===== config.mk =====
export PLATFORM = sky130hd
export DESIGN_NAME = delta_pulse_src_flat
export DESIGN_NICKNAME = d
export VERILOG_FILES = /design/src/rtl/delta_pulse_src_if.sv /design/src/rtl/delta_pulse_src.sv /design/src/flat_wrapper.sv
export SDC_FILE = /design/constraint.sdc
export NUM_CORES = 1
export LEC_CHECK = 0
export BUFFER_PORTS_ARGS = -buffer_cell sky130_fd_sc_hd__buf_2
export CAP_MARGIN = 15
export CORE_AREA = 2 2 142 144
export DETAILED_ROUTE_END_ITERATION = 7
export DIE_AREA = 0 0 144 146
export PLACE_DENSITY = 0.76
export SYNTH_ARGS = -nofsm -noshare
export SYNTH_HDL_FRONTEND = slang
export SYNTH_SLANG_ARGS = --single-unit

===== constraint.sdc =====
create_clock -name clk -period 6 [get_ports clk]
set_clock_uncertainty 0.15 [all_clocks]
set_input_delay 0.3 -clock clk [delete_from_list [all_inputs] [get_ports clk]]
set_output_delay 0.3 -clock clk [all_outputs]
set_load 0.03 [all_outputs]

===== src/rtl/delta_pulse_src_if.sv =====
// Pixel stream bus for delta_pulse_src: data, valid/ready handshake and
// frame/line markers. The master drives the pixel side, the slave drives ready.
interface delta_pulse_src_if #(
  parameter int G_PIX_W = 8
) ();
  logic [G_PIX_W-1:0] m_data;
  logic               m_valid;
  logic               m_ready;
  logic               m_sof;
  logic               m_eol;

  modport master (
    output m_data,
    output m_valid,
    output m_sof,
    output m_eol,
    input  m_ready
  );

  modport slave (
    input  m_data,
    input  m_valid,
    input  m_sof,
    input  m_eol,
    output m_ready
  );
endinterface


===== src/rtl/delta_pulse_src.sv =====
// delta_pulse_src: test-pattern source that emits frames of pixels which are
// zero everywhere except a short symmetric pulse (255,192,100,32) centred on
// (cx,cy). Lines are separated by G_HBLANK idle cycles and frames by
// G_VBLANK idle cycles. G_HBLANK and G_VBLANK are expected to be at least 1.
// All stream outputs are registered; their next values are derived from the
// next FSM state and position, so a stalled pixel holds without extra logic.
module delta_pulse_src #(
  parameter int G_PIX_W  = 8,
  parameter int G_HBLANK = 4,
  parameter int G_VBLANK = 16
) (
  input  logic                clk,
  input  logic                rst_n,
  input  logic                start,
  input  logic [11:0]         cfg_w,
  input  logic [11:0]         cfg_h,
  input  logic [11:0]         cfg_cx,
  input  logic [11:0]         cfg_cy,
  input  logic [7:0]          cfg_frames,
  input  logic                stop,
  output logic                busy,
  delta_pulse_src_if.master   m
);

  localparam logic [1:0] ST_IDLE   = 2'd0;
  localparam logic [1:0] ST_LINE   = 2'd1;
  localparam logic [1:0] ST_HBLANK = 2'd2;
  localparam logic [1:0] ST_VBLANK = 2'd3;

  localparam int CNT_W = 16;
  localparam logic [CNT_W-1:0] HBLANK_LAST = CNT_W'(G_HBLANK - 1);
  localparam logic [CNT_W-1:0] VBLANK_LAST = CNT_W'(G_VBLANK - 1);

  // Pulse value at (px,py). A centre outside the frame gives an all-zero
  // frame, so a centre just past the right edge must not leak its taps in.
  function automatic logic [7:0] pulse_value(
    input logic [11:0] px,
    input logic [11:0] py,
    input logic [11:0] pw,
    input logic [11:0] ph,
    input logic [11:0] pcx,
    input logic [11:0] pcy
  );
    logic [11:0] dx;
    logic [7:0]  val;
    dx  = (px >= pcx) ? (px - pcx) : (pcx - px);
    val = 8'd0;
    if ((pcx < pw) && (pcy < ph) && (py == pcy)) begin
      case (dx)
        12'd0:   val = 8'd255;
        12'd1:   val = 8'd192;
        12'd2:   val = 8'd100;
        12'd3:   val = 8'd32;
        default: val = 8'd0;
      endcase
    end else begin
      val = 8'd0;
    end
    return val;
  endfunction

  logic [1:0]         state_r,  state_s;
  logic [11:0]        w_r,      w_s;
  logic [11:0]        h_r,      h_s;
  logic [11:0]        cx_r,     cx_s;
  logic [11:0]        cy_r,     cy_s;
  logic [7:0]         frames_r, frames_s;
  logic [11:0]        x_r,      x_s;
  logic [11:0]        y_r,      y_s;
  logic [CNT_W-1:0]   blank_r,  blank_s;
  logic [7:0]         fcnt_r,   fcnt_s;
  logic               stop_r,   stop_s;
  logic [7:0]         fcnt_inc_s;

  logic [G_PIX_W-1:0] data_r,   data_s;
  logic               valid_r,  valid_s;
  logic               sof_r,    sof_s;
  logic               eol_r,    eol_s;
  logic               busy_r,   busy_s;

  // Next-state logic: config latch, raster position, blanking and frame count.
  always_comb begin
    state_s    = state_r;
    w_s        = w_r;
    h_s        = h_r;
    cx_s       = cx_r;
    cy_s       = cy_r;
    frames_s   = frames_r;
    x_s        = x_r;
    y_s        = y_r;
    blank_s    = blank_r;
    fcnt_s     = fcnt_r;
    stop_s     = stop_r | stop;
    fcnt_inc_s = (fcnt_r == 8'hFF) ? fcnt_r : (fcnt_r + 8'd1);

    case (state_r)
      ST_IDLE: begin
        stop_s = 1'b0;
        if (start && (cfg_w != 12'd0) && (cfg_h != 12'd0)) begin
          w_s      = cfg_w;
          h_s      = cfg_h;
          cx_s     = cfg_cx;
          cy_s     = cfg_cy;
          frames_s = cfg_frames;
          x_s      = 12'd0;
          y_s      = 12'd0;
          fcnt_s   = 8'd0;
          state_s  = ST_LINE;
        end else begin
          state_s  = ST_IDLE;
        end
      end

      ST_LINE: begin
        if (valid_r && m.m_ready) begin
          if (x_r == (w_r - 12'd1)) begin
            x_s     = 12'd0;
            blank_s = {CNT_W{1'b0}};
            if (y_r == (h_r - 12'd1)) begin
              state_s = ST_VBLANK;
            end else begin
              y_s     = y_r + 12'd1;
              state_s = ST_HBLANK;
            end
          end else begin
            x_s = x_r + 12'd1;
          end
        end else begin
          state_s = ST_LINE;
        end
      end

      ST_HBLANK: begin
        if (blank_r == HBLANK_LAST) begin
          state_s = ST_LINE;
        end else begin
          blank_s = blank_r + {{(CNT_W-1){1'b0}}, 1'b1};
        end
      end

      ST_VBLANK: begin
        if (blank_r == VBLANK_LAST) begin
          fcnt_s = fcnt_inc_s;
          if (stop_r || stop || ((frames_r != 8'd0) && (fcnt_inc_s == frames_r))) begin
            state_s = ST_IDLE;
            stop_s  = 1'b0;
          end else begin
            state_s = ST_LINE;
            x_s     = 12'd0;
            y_s     = 12'd0;
          end
        end else begin
          blank_s = blank_r + {{(CNT_W-1){1'b0}}, 1'b1};
        end
      end

      default: begin
        state_s = ST_IDLE;
        stop_s  = 1'b0;
      end
    endcase
  end

  // Output values for the coming cycle, taken from the next position.
  always_comb begin
    valid_s = (state_s == ST_LINE);
    busy_s  = (state_s != ST_IDLE);
    if (valid_s) begin
      data_s = G_PIX_W'(pulse_value(x_s, y_s, w_s, h_s, cx_s, cy_s));
      sof_s  = (x_s == 12'd0) && (y_s == 12'd0);
      eol_s  = (x_s == (w_s - 12'd1));
    end else begin
      data_s = {G_PIX_W{1'b0}};
      sof_s  = 1'b0;
      eol_s  = 1'b0;
    end
  end

  // State, configuration, counters and registered outputs.
  always_ff @(posedge clk or negedge rst_n) begin
    if (!rst_n) begin
      state_r  <= ST_IDLE;
      w_r      <= 12'd0;
      h_r      <= 12'd0;
      cx_r     <= 12'd0;
      cy_r     <= 12'd0;
      frames_r <= 8'd0;
      x_r      <= 12'd0;
      y_r      <= 12'd0;
      blank_r  <= {CNT_W{1'b0}};
      fcnt_r   <= 8'd0;
      stop_r   <= 1'b0;
      data_r   <= {G_PIX_W{1'b0}};
      valid_r  <= 1'b0;
      sof_r    <= 1'b0;
      eol_r    <= 1'b0;
      busy_r   <= 1'b0;
    end else begin
      state_r  <= state_s;
      w_r      <= w_s;
      h_r      <= h_s;
      cx_r     <= cx_s;
      cy_r     <= cy_s;
      frames_r <= frames_s;
      x_r      <= x_s;
      y_r      <= y_s;
      blank_r  <= blank_s;
      fcnt_r   <= fcnt_s;
      stop_r   <= stop_s;
      data_r   <= data_s;
      valid_r  <= valid_s;
      sof_r    <= sof_s;
      eol_r    <= eol_s;
      busy_r   <= busy_s;
    end
  end

  assign m.m_data  = data_r;
  assign m.m_valid = valid_r;
  assign m.m_sof   = sof_r;
  assign m.m_eol   = eol_r;
  assign busy      = busy_r;

endmodule


===== src/flat_wrapper.sv =====
// flat-port wrapper written by rule: the top's interface ports become plain ports
module delta_pulse_src_flat 
#(
  parameter int G_PIX_W  = 8,
  parameter int G_HBLANK = 4,
  parameter int G_VBLANK = 16
)
  (clk, rst_n, start, cfg_w, cfg_h, cfg_cx, cfg_cy, cfg_frames, stop, busy, m_m_data, m_m_valid, m_m_sof, m_m_eol, m_m_ready);
  delta_pulse_src_if #(.G_PIX_W(G_PIX_W)) m_i ();
  input  logic clk;
  input  logic rst_n;
  input  logic start;
  input  logic [11:0] cfg_w;
  input  logic [11:0] cfg_h;
  input  logic [11:0] cfg_cx;
  input  logic [11:0] cfg_cy;
  input  logic [7:0] cfg_frames;
  input  logic stop;
  output logic busy;
  output wire logic [$bits(m_i.m_data)-1:0] m_m_data;
  output wire logic [$bits(m_i.m_valid)-1:0] m_m_valid;
  output wire logic [$bits(m_i.m_sof)-1:0] m_m_sof;
  output wire logic [$bits(m_i.m_eol)-1:0] m_m_eol;
  input wire logic [$bits(m_i.m_ready)-1:0] m_m_ready;
  assign m_m_data = m_i.m_data;
  assign m_m_valid = m_i.m_valid;
  assign m_m_sof = m_i.m_sof;
  assign m_m_eol = m_i.m_eol;
  assign m_i.m_ready = m_m_ready;
  delta_pulse_src #(.G_PIX_W(G_PIX_W), .G_HBLANK(G_HBLANK), .G_VBLANK(G_VBLANK)) u_core (.clk(clk), .rst_n(rst_n), .start(start), .cfg_w(cfg_w), .cfg_h(cfg_h), .cfg_cx(cfg_cx), .cfg_cy(cfg_cy), .cfg_frames(cfg_frames), .stop(stop), .busy(busy), .m(m_i));
endmodule

* Word level (Yosys, flattened, before mapping) *
Index checks and enable logic that the tools add are counted.

cells by class
  order comparisons = 3
  reductions and logical operators = 22
  bitwise operators = 1
  add/sub/neg operators = 9
  multiplexer cells = 47
  equal/unequal tests = 21

operator list
  operator                                            count
  two-way mux 12 bit                                  20
  case mux 12 bit (3 select lines)                    2
  two-way mux 16 bit                                  4
  == test 12 bit                                      4
  case mux 16 bit (3 select lines)                    1
  two-way mux 8 bit                                   5
  zero test 12 bit                                    3
  subtractor 12 x 1 -> 12 bit, second input constant  3
  case mux 8 bit (4 select lines)                     1
  adder 12 x 1 -> 12 bit, second input constant       2
  == test 12 x 2 -> 1 bit, second input constant      2
  < comparator 12 bit                                 2
  nonzero test 12 bit                                 2
  subtractor 12 bit                                   2
  adder 16 x 1 -> 16 bit, second input constant       1
  == test 16 x 2 -> 1 bit, second input constant      1
  == test 16 x 4 -> 1 bit, second input constant      1
  case mux 8 bit (2 select lines)                     1
  == test 12 x 1 -> 1 bit, second input constant      1
  greater-or-equal comparator 12 bit                  1
  adder 8 x 1 -> 8 bit, second input constant         1
  == test 8 bit                                       1
  == test 8 bit, second input constant                1
  two-way mux 2 bit                                   4
  other kinds (17)                                    37

word-level totals
  flip-flop bits (word level) = 119
  logic and storage cells = 119
  output and inout port bits = 12

* Logic depth before layout (Yosys ltp) *
  word-level depth = 14
  mapped depth = 26

* Worst setup path before layout *
No wires, ideal clock.

  path kind = register -> register
  start = register u_core.fcnt_r[0]
  end = register u_core.data_r[2] (netlist: u_core.m.m_data[2])
  path slack = -0.122 ns
  stages on the path, launching flop included = 24
  arrival time = 5.871 ns
  setup time = 0.101 ns
  period minus slack after synthesis = 6.122 ns
  data required time = 5.749 ns
  path through = dfrtp_1 > ha_1 > clkbuf_1 > and3_1 > buf_2 > a211oi_1 > a211oi_1 > or4_1 > o211ai_1 > nand2_1 > a31oi_1 > inv_1 > ha_1 > clkbuf_1 > and3_1 > a21oi_1 > a31oi_1 > clkbuf_1 > mux2i_1 > xnor2_1 > nand4_1 > nor4_1 > o2111ai_1 > nor4_1

between the ends
  word-level cells in the longest chain between the ends = 14
  elaborated cells on any way between the ends = 29
  classes of those cells = add/sub: 3; order compare: 1; eq/ne: 7; mux: 14; reduce/logical: 4

ends and longest elaborated chain
  element                                                                         line                    source
  start: declaration                                                              delta_pulse_src.sv:71   logic [7:0] fcnt_r, fcnt_s;
  start signal: assignment                                                        delta_pulse_src.sv:208  fcnt_r <= fcnt_s;
  adder 8 x 1 -> 8 bit / == test 8 bit (equally long branches)                    delta_pulse_src.sv:94   fcnt_inc_s = (fcnt_r == 8'hFF) ? fcnt_r : (fcnt_r + 8'd1);
  two-way mux 8 bit *                                                             delta_pulse_src.sv:94
  == test 8 bit *                                                                 delta_pulse_src.sv:144  if (stop_r || stop || ((frames_r != 8'd0) && (fcnt_inc_s == frames_r))) begin
  logical AND 1 bit *                                                             delta_pulse_src.sv:144
  logical OR 1 bit *                                                              delta_pulse_src.sv:144
  two-way mux 12 bit *                                                            delta_pulse_src.sv:144
  two-way mux 12 bit *                                                            delta_pulse_src.sv:142  if (blank_r == VBLANK_LAST) begin
  case mux 12 bit (3 select lines) *                                              delta_pulse_src.sv:96   case (state_r)
  net u_core.x_s[4]                                                               delta_pulse_src.sv:68   logic [11:0] x_r, x_s;
  subtractor 12 bit / greater-or-equal comparator 12 bit (equally long branches)  delta_pulse_src.sv:46   dx = (px >= pcx) ? (px - pcx) : (pcx - px);
  two-way mux 12 bit *                                                            delta_pulse_src.sv:46
  == test 12 x 2 -> 1 bit (tied with other cells)                                 delta_pulse_src.sv:49   case (dx)
  case mux 8 bit (4 select lines) *                                               delta_pulse_src.sv:49
  two-way mux 8 bit *                                                             delta_pulse_src.sv:48   if ((pcx < pw) && (pcy < ph) && (py == pcy)) begin
  two-way mux 8 bit *                                                             delta_pulse_src.sv:168  if (valid_s) begin
  net u_core.data_s[2]                                                            delta_pulse_src.sv:75   logic [G_PIX_W-1:0] data_r, data_s;
  end signal: assignment                                                          delta_pulse_src.sv:193  data_r <= {G_PIX_W{1'b0}};
  end signal: assignment                                                          delta_pulse_src.sv:210  data_r <= data_s;
  end: declaration                                                                delta_pulse_src.sv:75

The timed path passes the listed nets; every way through them passes the cells marked *.
A chain may end at the register's enable or synchronous reset.

* Final worst setup path *
  start = register u_core.w_r[1]
  end = register u_core.data_r[4] (netlist: u_core.m.m_data[4])

between the ends
  word-level cells in the longest chain between the ends = 11
  elaborated cells on any way between the ends = 29
  classes of those cells = add/sub: 3; order compare: 2; eq/ne: 6; mux: 15; reduce/logical: 3

ends and longest elaborated chain
  element                                                                         line                    source
  start: declaration                                                              delta_pulse_src.sv:63   logic [11:0] w_r, w_s;
  start signal: assignment                                                        delta_pulse_src.sv:200  w_r <= w_s;
  subtractor 12 x 1 -> 12 bit *                                                   delta_pulse_src.sv:116  if (x_r == (w_r - 12'd1)) begin
  == test 12 bit *                                                                delta_pulse_src.sv:116
  two-way mux 12 bit *                                                            delta_pulse_src.sv:116
  two-way mux 12 bit *                                                            delta_pulse_src.sv:115  if (valid_r && m.m_ready) begin
  case mux 12 bit (3 select lines) *                                              delta_pulse_src.sv:96
  net u_core.x_s[6]                                                               delta_pulse_src.sv:68
  subtractor 12 bit / greater-or-equal comparator 12 bit (equally long branches)  delta_pulse_src.sv:46
  two-way mux 12 bit *                                                            delta_pulse_src.sv:46
  == test 12 x 2 -> 1 bit (tied with other cells)                                 delta_pulse_src.sv:49
  case mux 8 bit (4 select lines) *                                               delta_pulse_src.sv:49
  two-way mux 8 bit *                                                             delta_pulse_src.sv:48
  two-way mux 8 bit *                                                             delta_pulse_src.sv:168

Marks and branches as above.

==> impl_metrics.py <==
metrics = {
    "drt": {
        "drt_wl_total_um": 28000,
        "drt-initial-drc-count": 838,
        "vias": 8914,
        "drtPass1Iterations": 5,
        "ant_nets": 0,
        "vias_per_cell": 6.13,
        "drc_errors": 0,
        "wl_per_cell_um": 19.3,
    },
    "run_status": {
        "status": "complete, no violations",
    },
    "timing": {
        "maxSlewViolCount": 0,
        "period_minus_slack_ns": 5.73,
        "hold_violations": 0,
        "max_slew_margin": 0.302,
        "max_slew.worst_pin.slew_ns": 1.04,
        "fin_hold_ws_ns": 0.00514,
        "fin_crit_sh": 0.955,
        "finalSetupViolations": 0,
        "fmax_mhz": 175,
    },
    "global_routing": {
        "grt_usage": 0.270,
        "grt_pass1_vias": 8542,
        "antenna_found_initial": 0,
        "grt_pass1_wl_um": 44700,
        "grt_max_degree": 70,
        "overflow": 0,
    },
    "worst_setup_path": {
        "critPathLaunchType": "register",
        "critPathMaxStageDelay_ns": 0.58,
        "cp_data_required_time_ns": 6.18,
        "path_class": "reg -> reg",
        "worst_setup_path_end_kind": "register",
        "crit_fanout": 7,
        "cp.arrival_ns": 5.91,
        "path_cells": "or4_4 -> or3_4 -> a2111oi_4 -> nand2_2 -> o31ai_2 -> o21ai_1 -> or2_2 -> ha_2 -> and2_1 -> and3_1 -> a21oi_2 -> a31oi_4 -> buf_6 -> mux2i_1 -> xnor2_1 -> nand4_1 -> nor4_2 -> o2111ai_2 -> buf_4 -> nor4_1",
        "crit_slowest_cell": "or4_4",
    },
    "synth": {
        "yosysSeqAreaShare": 0.310,
        "synth_area_um2": 9360,
        "syn-num-nets": 1197,
        "synthFlopType": "dfrtp_1",
        "postSynthCellCount": 1077,
        "synth_enable_flop_cells": 0,
        "ys_ff_latch": 116,
        "yosysWarnings": 0,
        "syn_avg_cell_area_um2": 8.69,
        "ys_types": 89,
        "synthArstFlopShare": 1.00,
    },
    "worst_hold_path": {
        "hp-class": "in -> reg",
    },
    "clock_tree": {
        "insertion_delay_ns": 0.44,
        "numCtsBuffers": 17,
        "cts_tree": "built",
        "cts_root_buf": "clkbuf_16",
        "cts_sinks": 116,
        "cts-htree-levels": 4,
        "cts_buffer_depth": 2,
        "clk_pin_slew_worst_paths_ns": 0.07,
    },
    "floorplan": {
        "start_util": 0.484,
        "row_count": 51,
        "die-height_um": 146,
        "die_x_um": 144,
        "coreArea_um2": 19300,
        "dieArea_um2": 21000,
        "ios": 73,
    },
    "layout": {
        "stdcell_count": 1454,
        "mostFrequentLayoutCell": "dfrtp_1",
        "final_util": 0.575,
        "antennaDiodeCount": 0,
        "syn_to_final_growth_pct": 18.8,
        "layout_common_cells": "dfrtp_1, inv_1, nor2_1",
        "layout-drive-gt1-share": 0.185,
        "regArea_um2": 2900,
        "fillers": 1664,
        "nets": 1296,
        "multi_input_area_um2": 6080,
    },
    "place": {
        "io_buffers": 72,
        "gp_congestion": 0.969,
        "dp_hpwl_um": 20900,
        "place_inst": 1394,
    },
    "pwr": {
        "p_per_area_nw_per_um2": 245,
        "vdd_ir_drop_max_mv": 0.256,
        "cellLeakagePower_nw": 5.70,
    },
    "job": {
        "max_cap_violations": 0,
    },
}
==> what timing repair did <==
| item | CTS | global route |
|---|---|---|
| endpoints found under the hold margin | 88 | 0 |
| gates resized for setup | 6 | 33 |
| pin swaps | 0 | 12 |
| setup endpoints to repair | 5 | 5 |
| buffers inserted | 0 | 7 |
| hold buffers | 21 | 0 |
==> path summary, 6_finish.rpt <==
| path | startpoint | endpoint | slack, ns | cells after the start |
|---|---|---|---|---|
| worst min-delay path | cfg_h[7] | u_core.h_r[7]$_DFF_PN0_ | 0.005 | 3 |
| min in group asynchronous | rst_n | u_core.fcnt_r[0]$_DFFE_PN0P_ | 0.41 | 2 |
| worst max-delay path | u_core.w_r[1]$_DFF_PN0_ | u_core.m.m_data[4]$_DFF_PN0_ | 0.27 | 20 |
| worst min register to register | u_core.stop_r$_DFF_PN0_ | u_core.stop_r$_DFF_PN0_ | 0.38 | 2 |
| max in group asynchronous | rst_n | u_core.cx_r[2]$_DFF_PN0_ | 4.13 | 3 |
| worst max register to register | u_core.w_r[1]$_DFF_PN0_ | u_core.m.m_data[4]$_DFF_PN0_ | 0.27 | 20 |
==> Yosys cell counts (all sizes together) (12+ instances only) <==
master | n | area [um^2]
nor4 | 28 | 188
xnor2 | 43 | 377
dfrtp | 116 | 2900
o21ai | 36 | 180
ha | 57 | 713
nand2 | 65 | 246
mux2 | 22 | 248
and3 | 31 | 194
a211oi | 12 | 95.1
xor2 | 25 | 219
a31oi | 24 | 165
clkbuf | 36 | 135
nor2 | 73 | 274
mux2i | 54 | 541
inv | 81 | 304
nand3 | 41 | 210
or3 | 16 | 105
nor3 | 27 | 145
buf | 17 | 90.1
nand4 | 30 | 188
a21oi | 57 | 285
==> area by class of cell <==
class	count	area share
inverters	81	0.0273
multi-input cells	827	0.547
repair buffers	133	0.0826
flip-flops and latches	116	0.261
well taps	265	0.0298
clock inverters	15	0.0142
clock buffers	17	0.0382
==> through the flow <==
step           cell area (um^2)  setup TNS [ns]  setup WS (ns)  total power, W
6_report                  11100               0          0.271         0.00272
3_3_place_gp              10100               0         0.0950         0.00163
3_5_place_dp              10100          -0.435         -0.109         0.00163
2_1_floorplan              9360               0         0.0185         0.00142
4_1_cts                   10900               0         0.0284         0.00266
5_1_grt                   11100         -0.0911        -0.0625         0.00285
==> routing by layer <==
layer  vias up  routed length (um)  track usage
li1       4194                   -            -
met1      4252               11900        0.365
met2       411               13200        0.435
met3        57                2060       0.0526
met4         0                 803       0.0892
met5         -                   0            0
==> cell families (layout without fill, tap and decap cells) <==
group | Yosys count | after routing | synth area share
and+or+nand+nor | 382 | 382 | 0.222
AOI/OAI and AO/OA | 241 | 241 | 0.181
buffers and inverters | 134 | 246 | 0.0565
DFF | 116 | 116 | 0.310
muxes | 76 | 76 | 0.0842
xor gates and xnor gates | 69 | 69 | 0.0660
adders and majority gates | 59 | 59 | 0.0805
==> registers in the layout (all words and copies together), names as in the netlist <==
signal and cells:
u_core.m.m_eol 1, u_core.w_r 12, u_core.m.m_data 5, u_core.state_r 2
u_core.blank_r 16, u_core.h_r 12, u_core.m.m_valid 1, u_core.busy 1
u_core.x_r 12, u_core.y_r 12, u_core.m.m_sof 1, u_core.cx_r 12
u_core.cy_r 12, u_core.fcnt_r 8, u_core.stop_r 1, u_core.frames_r 8
==> worst max-delay path: cells and delay by family (launching register included) <==
| family | cells | cell delay, ns |
|---|---|---|
| XOR/XNOR | 1 | 0.15 |
| adder cells (fa/ha/maj) | 1 | 0.41 |
| AND/OR/NAND/NOR | 9 | 2.54 |
| AO/OA/AOI/OAI | 6 | 1.34 |
| buffers and inverters | 2 | 0.38 |
| multiplexers | 1 | 0.23 |
| flip-flops | 1 | 0.41 |
==> power breakdown <==
part,internal [W],switching [W],total (W)
clock network,0.000555,0.000449,0.00100
registers,0.000798,0.0000354,0.000833
logic,0.000431,0.000457,0.000887
total,0.00178,0.000941,0.00272
No activity file was read; power rests on OpenSTA's default activity.
